===== src/rtl/uart_rx_deframer_if.sv =====
// Serial-in / word-out bundle of the UART receive framer.
// Handshake: o_valid and o_frame_err are single-cycle strobes with no ready.
// The consumer must take o_data in the o_valid cycle. o_data also stays valid until the next good frame.
interface uart_rx_deframer_if #(
  parameter int DATA_BITS = 8
);
  logic                 i_sig;
  logic                 i_is_fe;
  logic [DATA_BITS-1:0] o_data;
  logic                 o_valid;
  logic                 o_frame_err;
  logic                 o_busy;
  logic [1:0]           o_state;

  modport master (
    output i_sig, i_is_fe,
    input  o_data, o_valid, o_frame_err, o_busy, o_state
  );

  modport slave (
    input  i_sig, i_is_fe,
    output o_data, o_valid, o_frame_err, o_busy, o_state
  );
endinterface


===== src/rtl/uart_rx_deframer.sv =====
// UART receive framer: start-bit check at mid-bit, LSB-first data sampling at bit
// centres, stop-bit check, then a one-cycle valid or framing-error strobe.
module uart_rx_deframer #(
  parameter int CLKS_PER_BIT = 868,
  parameter int DATA_BITS    = 8
) (
  input  logic              i_Clk,
  input  logic              i_reset,
  uart_rx_deframer_if.slave bus
);
  localparam int HALF = CLKS_PER_BIT / 2;
  localparam int CW   = $clog2(CLKS_PER_BIT);
  localparam int IW   = $clog2(DATA_BITS + 1);

  localparam logic [CW-1:0] CNT_HALF = CW'(HALF - 1);
  localparam logic [CW-1:0] CNT_FULL = CW'(CLKS_PER_BIT - 1);
  localparam logic [IW-1:0] IDX_LAST = IW'(DATA_BITS - 1);

  typedef enum logic [1:0] {
    IDLE  = 2'd0,
    START = 2'd1,
    DATA  = 2'd2,
    STOP  = 2'd3
  } state_t;

  state_t               state_q, state_d;
  logic [CW-1:0]        cnt_q, cnt_d;
  logic [IW-1:0]        idx_q, idx_d;
  logic [DATA_BITS-1:0] shift_q, shift_d;
  logic [DATA_BITS-1:0] data_q, data_d;
  logic                 valid_q, valid_d;
  logic                 ferr_q, ferr_d;

  always_ff @(posedge i_Clk or posedge i_reset) begin
    if (i_reset) begin
      state_q <= IDLE;
      cnt_q   <= '0;
      idx_q   <= '0;
      shift_q <= '0;
      data_q  <= '0;
      valid_q <= 1'b0;
      ferr_q  <= 1'b0;
    end else begin
      state_q <= state_d;
      cnt_q   <= cnt_d;
      idx_q   <= idx_d;
      shift_q <= shift_d;
      data_q  <= data_d;
      valid_q <= valid_d;
      ferr_q  <= ferr_d;
    end
  end

  always_comb begin
    state_d = state_q;
    cnt_d   = cnt_q + 1'b1;
    idx_d   = idx_q;
    shift_d = shift_q;
    data_d  = data_q;
    valid_d = 1'b0;
    ferr_d  = 1'b0;
    case (state_q)
      IDLE: begin
        cnt_d = '0;
        idx_d = '0;
        if (bus.i_is_fe) state_d = START;
      end
      START: begin
        // A line that is high again at mid-start was a glitch, not a start bit.
        if (cnt_q == CNT_HALF) begin
          cnt_d   = '0;
          state_d = bus.i_sig ? IDLE : DATA;
        end
      end
      DATA: begin
        if (cnt_q == CNT_FULL) begin
          cnt_d   = '0;
          shift_d = {bus.i_sig, shift_q[DATA_BITS-1:1]};
          idx_d   = idx_q + 1'b1;
          if (idx_q == IDX_LAST) begin
            idx_d   = '0;
            state_d = STOP;
          end
        end
      end
      STOP: begin
        // Leaving at mid-stop-bit gives half a bit of slack for the next start edge.
        if (cnt_q == CNT_FULL) begin
          cnt_d   = '0;
          state_d = IDLE;
          if (bus.i_sig) begin
            valid_d = 1'b1;
            data_d  = shift_q;
          end else begin
            ferr_d  = 1'b1;
          end
        end
      end
      default: state_d = IDLE;
    endcase
  end

  assign bus.o_data      = data_q;
  assign bus.o_valid     = valid_q;
  assign bus.o_frame_err = ferr_q;
  assign bus.o_busy      = (state_q != IDLE);
  assign bus.o_state     = state_q;
endmodule

===== src/flat_wrapper.sv =====
// flat-port wrapper written by rule: the top's interface ports become plain ports
module uart_rx_deframer_flat 
#(
  parameter int CLKS_PER_BIT = 868,
  parameter int DATA_BITS    = 8
)
  (i_Clk, i_reset, bus_i_sig, bus_i_is_fe, bus_o_data, bus_o_valid, bus_o_frame_err, bus_o_busy, bus_o_state);
  uart_rx_deframer_if #(.DATA_BITS(DATA_BITS)) bus_i ();
  input  logic i_Clk;
  input  logic i_reset;
  input wire logic [$bits(bus_i.i_sig)-1:0] bus_i_sig;
  input wire logic [$bits(bus_i.i_is_fe)-1:0] bus_i_is_fe;
  output wire logic [$bits(bus_i.o_data)-1:0] bus_o_data;
  output wire logic [$bits(bus_i.o_valid)-1:0] bus_o_valid;
  output wire logic [$bits(bus_i.o_frame_err)-1:0] bus_o_frame_err;
  output wire logic [$bits(bus_i.o_busy)-1:0] bus_o_busy;
  output wire logic [$bits(bus_i.o_state)-1:0] bus_o_state;
  assign bus_i.i_sig = bus_i_sig;
  assign bus_i.i_is_fe = bus_i_is_fe;
  assign bus_o_data = bus_i.o_data;
  assign bus_o_valid = bus_i.o_valid;
  assign bus_o_frame_err = bus_i.o_frame_err;
  assign bus_o_busy = bus_i.o_busy;
  assign bus_o_state = bus_i.o_state;
  uart_rx_deframer #(.CLKS_PER_BIT(CLKS_PER_BIT), .DATA_BITS(DATA_BITS)) u_core (.i_Clk(i_Clk), .i_reset(i_reset), .bus(bus_i));
endmodule

===== config.mk =====
export PLATFORM = sky130hd
export DESIGN_NAME = uart_rx_deframer_flat
export DESIGN_NICKNAME = d
export VERILOG_FILES = /design/src/rtl/uart_rx_deframer_if.sv /design/src/rtl/uart_rx_deframer.sv /design/src/flat_wrapper.sv
export SDC_FILE = /design/constraint.sdc
export NUM_CORES = 1
export LEC_CHECK = 0
export ABC_AREA = 1
export ABC_CLOCK_PERIOD_IN_PS = 2700
export CAP_MARGIN = 10
export CORE_MARGIN = 2
export CORE_UTILIZATION = 60
export CTS_CLUSTER_SIZE = 8
export DETAILED_ROUTE_END_ITERATION = 8
export PLACE_DENSITY = 0.83
export SYNTH_ARGS = -nofsm -noshare
export SYNTH_HDL_FRONTEND = slang
export SYNTH_SLANG_ARGS = --single-unit

===== constraint.sdc =====
create_clock -name i_Clk -period 2.7 [get_ports i_Clk]
set_input_delay 0.81 -clock i_Clk [delete_from_list [all_inputs] [get_ports i_Clk]]
set_output_delay 0.81 -clock i_Clk [all_outputs]
set_load 0.05 [all_outputs]

==> results by group, run 1 <==
Outcome
  • Outcome: complete, no violations

Clock network
  • Clock latency on the worst-skew pair: 0.33 ns
  • Clk slew on worst S/H paths: 0.11 ns
  • Htree depth: 2
  • Post-CTS Setup Bufs: 0
  • Hold_buf cts: 0
  • CTS buffer count: 5
  • Clock Tree Buf Depth: 2
  • Clk sinks: 34
  • Clock Tree Root: clkbuf_4
  • TritonCTS clock tree: done
  • Post-CTS sizing: 0

Synthesis
  • Synth top area cells: dfrtp_1 50%, nand2_1 10%, inv_1 5.3%, o21ai_2 3.6%, nor2_1 3.3%
  • Post-synthesis cell count: 191
  • Average size of a mapped cell: 8.97 sq um
  • Yosys warns: 0
  • Yosys reg bits: 34
  • Yosys top cell by area: dfrtp_1
  • Post-Synthesis Net Count: 198
  • Share of the synthesized area in the top cell type: 0.497
  • Seq/Total Area, Yosys: 0.497
  • Netlist Area Pre-Place: 1710 sq um
  • Post-synth cell types: 27

Detailed routing
  • Drt initial violations: 65
  • Total Routed Length: 2960 um
  • DRT Pass-1 Iters: 5
  • WL/cell: 12.1 um
  • Antenna-violating nets left: 0
  • Via density per instance: 5.24
  • DRC Markers: 0
  • Vias: 1,279

Floorplanning
  • Die width: 57.4 um
  • Full die area: 3300 sq um
  • Core area: 2730 sq um
  • # IOs: 17
  • Row count: 19
  • Initial Utilization: 0.627
  • Die Ht: 57.4 um

Setup path
  • RR Endpoint: u_core.bus.o_data[3]$_DFFE_PP0P_
  • Startpoint types: flop
  • Slowest cell on crit path: clkdlybuf4s50_1
  • Critical path peak fanout: 8
  • RR Startpoint: u_core.cnt_q[0]$_DFF_PP0_
  • CP required: 1.89 ns
  • Depth of the worst register-to-register path: 8
  • Kind of critical path: flop to output port
  • Worst setup EP type: output port
  • Flop2flop setup slack: 1.09 ns
  • Crit path DAT: 1.76 ns
  • Slowest cell delay on critical path: 0.79 ns
  • CP Cell Sequence: nor2_1 > inv_1 > clkdlybuf4s50_1

Global route
  • Initial antenna violation count: 0
  • GR Overflow Total: 0
  • Largest net degree at the start of global routing: 35
  • Gr usage total: 0.206
  • Global-route wire length before repair: 5240 um
  • Vias in the first global route: 1,279

Min path
  • HP Class: flop to flop
  • Worst hold path cell count: 2
  • Worst Hold End: u_core.bus.o_data[0]$_DFFE_PP0P_
  • Hold path startpoint: u_core.shift_q[0]$_DFFE_PP0P_

Timing
  • Hold_ws: 0.495 ns
  • Slew of the pin with the lowest slew margin: 0.495 ns
  • Final setup violation count: 0
  • Clock Skews: 0.00872 ns
  • RSZ-0062 raised after global routing: no
  • Final worst path period need: 2.57 ns
  • Rel. slew slack: 0.669
  • Fin. max-slew vios: 0
  • Worst Slack Setup Final: 0.131 ns
  • Max Fclk: 389 MHz
  • Crit share post-route: 0.952
  • Final Hold Viols: 0
  • Setup TNS: 0 ns

Layout
  • Nets: 219
  • N_diodes: 0
  • Final instance area: 2000 sq um
  • Layout area overhead: 16.6%
  • Fill cells: 222
  • Layout Utilization: 0.730
  • Share of cells above drive strength 1: 0.188
  • Commonest non-fill, non-tap cell in the layout: nand2_1
  • Commonest non-fill, non-tap cells in the layout: 46 x nand2_1, 34 x dfrtp_1, 24 x inv_1

Power
  • Psw: 0.181 mW
  • Switching share of power: 0.179
  • Clk pwr share: 0.479
  • Leakage: 0.934 nW
  • Share of power burned in combinational logic: 0.016
  • Sequential Power Share: 0.505
  • P per Cell Area: 505 nW/um^2
  • Worst vdd ir: 0.562 mV
  • Pint: 0.828 mW

Place
  • # port buffers: 16
  • Dpl cell area: 1890 sq um
  • RePlAce Congestion: 0.835
  • DP Worst Slack: 0.491 ns
  • Hpwl dp: 2210 um

Flow run
  • Max cap viols: 0
critical path, delay by kind of cell (launching register included):
kind / cells / cell delay, ns
buffers and inverters: 2 / 0.85
flip-flops: 1 / 0.49
AND/OR/NAND/NOR: 1 / 0.10
registers in the layout (all words and copies together), names as in the netlist, named ones only:
name                    count
u_core.cnt_q               10
u_core.bus.o_frame_err      1
u_core.shift_q              8
u_core.bus.o_data           8
u_core.bus.o_valid          1
u_core.bus.o_state          1
u_core.idx_q                4
power by group through the flow:
stage                     clock network [mW]  logic, mW  registers [mW]
after floorplan                            0    0.00822           0.519
after global placement                     0     0.0171           0.519
after detailed placement                   0     0.0175           0.519
after CTS                              0.493     0.0176           0.509
after global routing                   0.517     0.0192           0.509
final                                  0.483     0.0166           0.509
metrics by stage:
stage          cells  power, mW
6_report         244       1.01
5_1_grt          244       1.05
2_1_floorplan    191      0.527
3_3_place_gp     236      0.536
4_1_cts          244       1.02
3_5_place_dp     236      0.536
Yosys cell counts:
cell type	instances
nand3_1	9
nand4_1	4
ha_1	3
buf_6	3
dfrtp_1	34
clkinv_2	1
nor3_1	3
nand2_2	6
inv_1	24
nor3b_2	2
clkinv_1	1
xnor2_1	2
nor2_4	2
o21ai_2	7
nor2_1	15
inv_2	4
nand2_1	46
a21oi_1	1
o31ai_1	1
nand3_4	2
o21ai_1	10
nor2_8	1
xor2_1	3
nor2_2	3
nand3_2	2
o21ai_0	1
nand2_4	1
final cells by class:
class                      instances  area, sq um  area share
tap                               31         38.8      0.0194
multi-input combinational        124          714       0.358
clock inverter                     2         60.1      0.0301
clock buffer                       6         51.3      0.0257
timing repair buffer              17          168      0.0840
inverter                          30          114      0.0570
sequential                        34          851       0.426
how the worst max path moves through the flow:
stage	from	endpoint	slack (ns)
floorplan	flop	bus_o_busy	0.72
global placement	flop	bus_o_busy	0.53
detailed placement	flop	bus_o_busy	0.49
CTS	flop	bus_o_busy	0.12
global route	flop	bus_o_busy	0.02
finish	flop	bus_o_busy	0.13
per-layer routing:
metal	track usage	vias to the layer above	routed length, um
met5	0	-	0
met4	0.120	0	40
met3	0.0431	4	90
met2	0.338	18	1560
met1	0.250	612	1280
li1	-	645	-
kinds of logic (layout without fill, tap and decap cells):
kind of cell / after synthesis / count (layout) / share of synthesized area
AND/OR/NAND/NOR: 96 / 96 / 0.294
AO/OA/AOI/OAI: 20 / 20 / 0.0752
buffers and inverters: 33 / 55 / 0.0862
flip-flops: 34 / 34 / 0.497
adder cells (fa/ha/maj): 3 / 3 / 0.0219
XOR/XNOR: 5 / 5 / 0.0256
Note: power is estimated with default switching activity, not from simulation.
==> run 2, diff against run 1 <==
--- a/config.mk
+++ b/config.mk
@@ -10,6 +10,7 @@
 export CAP_MARGIN = 10
 export CORE_MARGIN = 2
 export CORE_UTILIZATION = 60
+export CTS_CLUSTER_DIAMETER = 80
 export CTS_CLUSTER_SIZE = 8
 export DETAILED_ROUTE_END_ITERATION = 8
 export PLACE_DENSITY = 0.83
==> results of run 2 <==
Final layout, timing and power as in run 1 (identical DEF).
==> run 3, diff against run 2 <==
--- a/config.mk
+++ b/config.mk
@@ -10,9 +10,9 @@
 export CAP_MARGIN = 10
 export CORE_MARGIN = 2
 export CORE_UTILIZATION = 60
-export CTS_CLUSTER_DIAMETER = 80
 export CTS_CLUSTER_SIZE = 8
 export DETAILED_ROUTE_END_ITERATION = 8
+export GPL_TIMING_DRIVEN = 1
 export PLACE_DENSITY = 0.83
 export SYNTH_ARGS = -nofsm -noshare
 export SYNTH_HDL_FRONTEND = slang
==> results of run 3 <==
Final layout, timing and power as in run 1 (identical DEF).
==> RTL edit (config.mk and constraints of run 2) <==
`CLKS_PER_BIT` is set to 868 in 2 places; all go to 3472.
--- a/src/rtl/uart_rx_deframer.sv
+++ b/src/rtl/uart_rx_deframer.sv
@@ -2,5 +2,5 @@
 // centres, stop-bit check, then a one-cycle valid or framing-error strobe.
 module uart_rx_deframer #(
-  parameter int CLKS_PER_BIT = 868,
+  parameter int CLKS_PER_BIT = 3472,
   parameter int DATA_BITS    = 8
 ) (
--- a/src/flat_wrapper.sv
+++ b/src/flat_wrapper.sv
@@ -2,5 +2,5 @@
 module uart_rx_deframer_flat 
 #(
-  parameter int CLKS_PER_BIT = 868,
+  parameter int CLKS_PER_BIT = 3472,
   parameter int DATA_BITS    = 8
 )
Function: same outputs for any inputs over 10 cycles, from zero or initial values and one cycle with i_reset high; that may be too few to reach the edited logic, so the function may still have changed.
==> RTL edit against run 2 <==
  * Die area up 2.9%
  * Area after synthesis up 3.1%
  * Sequential cell count up 2
  * Wire length up 2.3%
  * Final area up 0.81%
  * Non-clock buffer count unchanged
  * Total power down 15%
  * Worst setup slack worse by 0.030 ns
  * Critical path type unchanged
  * Critical endpoint unchanged
==> RTL edit: results (changes against run 2) <==
| Metric | Value |
|---|---|
| Sequential Power Share | `62.9% (+12 points)` |
| Largest register FFs | `12 (+2)` |
| NumNets Final | `225 (+2.7%)` |
| HPWL Detailed | `2210 um (+0.10%)` |
| Metal-1 WL | `1370 um (+7.3%)` |
| WL final | `3030 um (+2.3%)` |
| Seq/Total Area, Yosys | `51.0% (+1.3 points)` |
| Adder-cell share of the synthesized area | `1.42% (-0.77 points)` |
| Met1 Resource Use GR | `26.3% (+1.3 points)` |
| GRT Total Usage | `20.5% (-0.052 points)` |
| Comb pwr share | `2.1% (+0.5 points)` |
| R2R Path End | `u_core.cnt_q[2]` |
| GRT met3 Usage | `7.81% (+3.5 points)` |
| Hold wc startpoint | `u_core.cnt_q[0]` |
| Hold EP | `u_core.cnt_q[0]` |
| Largest net degree at the start of global routing | `37 (+5.7%)` |
| Hold path cells | `1 (-1)` |
| Met2 routed WL | `1470 um (-5.7%)` |
| Share of cells above drive strength 1 | `18.6% (-0.14 points)` |
| Compound-gate portion of the synthesized area | `8.43% (+0.90 points)` |
| Met3 routed WL | `154 um (+71%)` |
| Vias per inst | `5.12 (-2.3%)` |
| Leakage | `0.000955 uW (+2.2%)` |
| Switch Pwr | `185 uW (+2.5%)` |
| Commonest cells post-synth | `nand2_1, dfrtp_1, inv_1, nor2_1, o21ai_1` |
| Outcome | `finished clean` |
| Worst-Margin Slew | `0.503 ns (+0.00782 ns)` |
| Met2 Resource Use GR | `32.3% (-1.5 points)` |
| First-pass DRT Iterations | `4 (-1)` |
| IR drop worst, VDD | `0.510 mV (-9.2%)` |
| Total power draw | `857 uW (-15%)` |
| Fill cells | `211 (-5.0%)` |
| Cell Area, Placed | `1950 um2 (+3.5%)` |
| Synth Instances | `197 (+3.1%)` |
-- RTL edit: how the worst max path moves through the flow --
stage	cells after the start	end	slack, ns	from
detailed placement	3	bus_o_busy	0.46	register
CTS	3	bus_o_busy	0.09	register
floorplan	2	bus_o_busy	0.70	register
global route	3	bus_o_busy	0.008	register
global placement	3	bus_o_busy	0.52	register
finish	3	bus_o_busy	0.10	register
-- RTL edit: cell type report --
| class | count | area (um2) | share of cell area (%) |
|---|---|---|---|
| clock inverter | 1 | 7.51 | 0.373 |
| sequential | 36 | 901 | 44.7 |
| multi-input combinational | 131 | 738 | 36.7 |
| timing repair buffer | 17 | 168 | 8.33 |
| tap | 31 | 38.8 | 1.93 |
| clock buffer | 7 | 55.1 | 2.73 |
| inverter | 28 | 105 | 5.22 |
-- RTL edit: worst max-delay path, cell delays in order (launching register included) --
cell and delay [ns]:
dfrtp_1 0.50, nor2_1 0.11, inv_1 0.06, clkdlybuf4s50_1 0.79
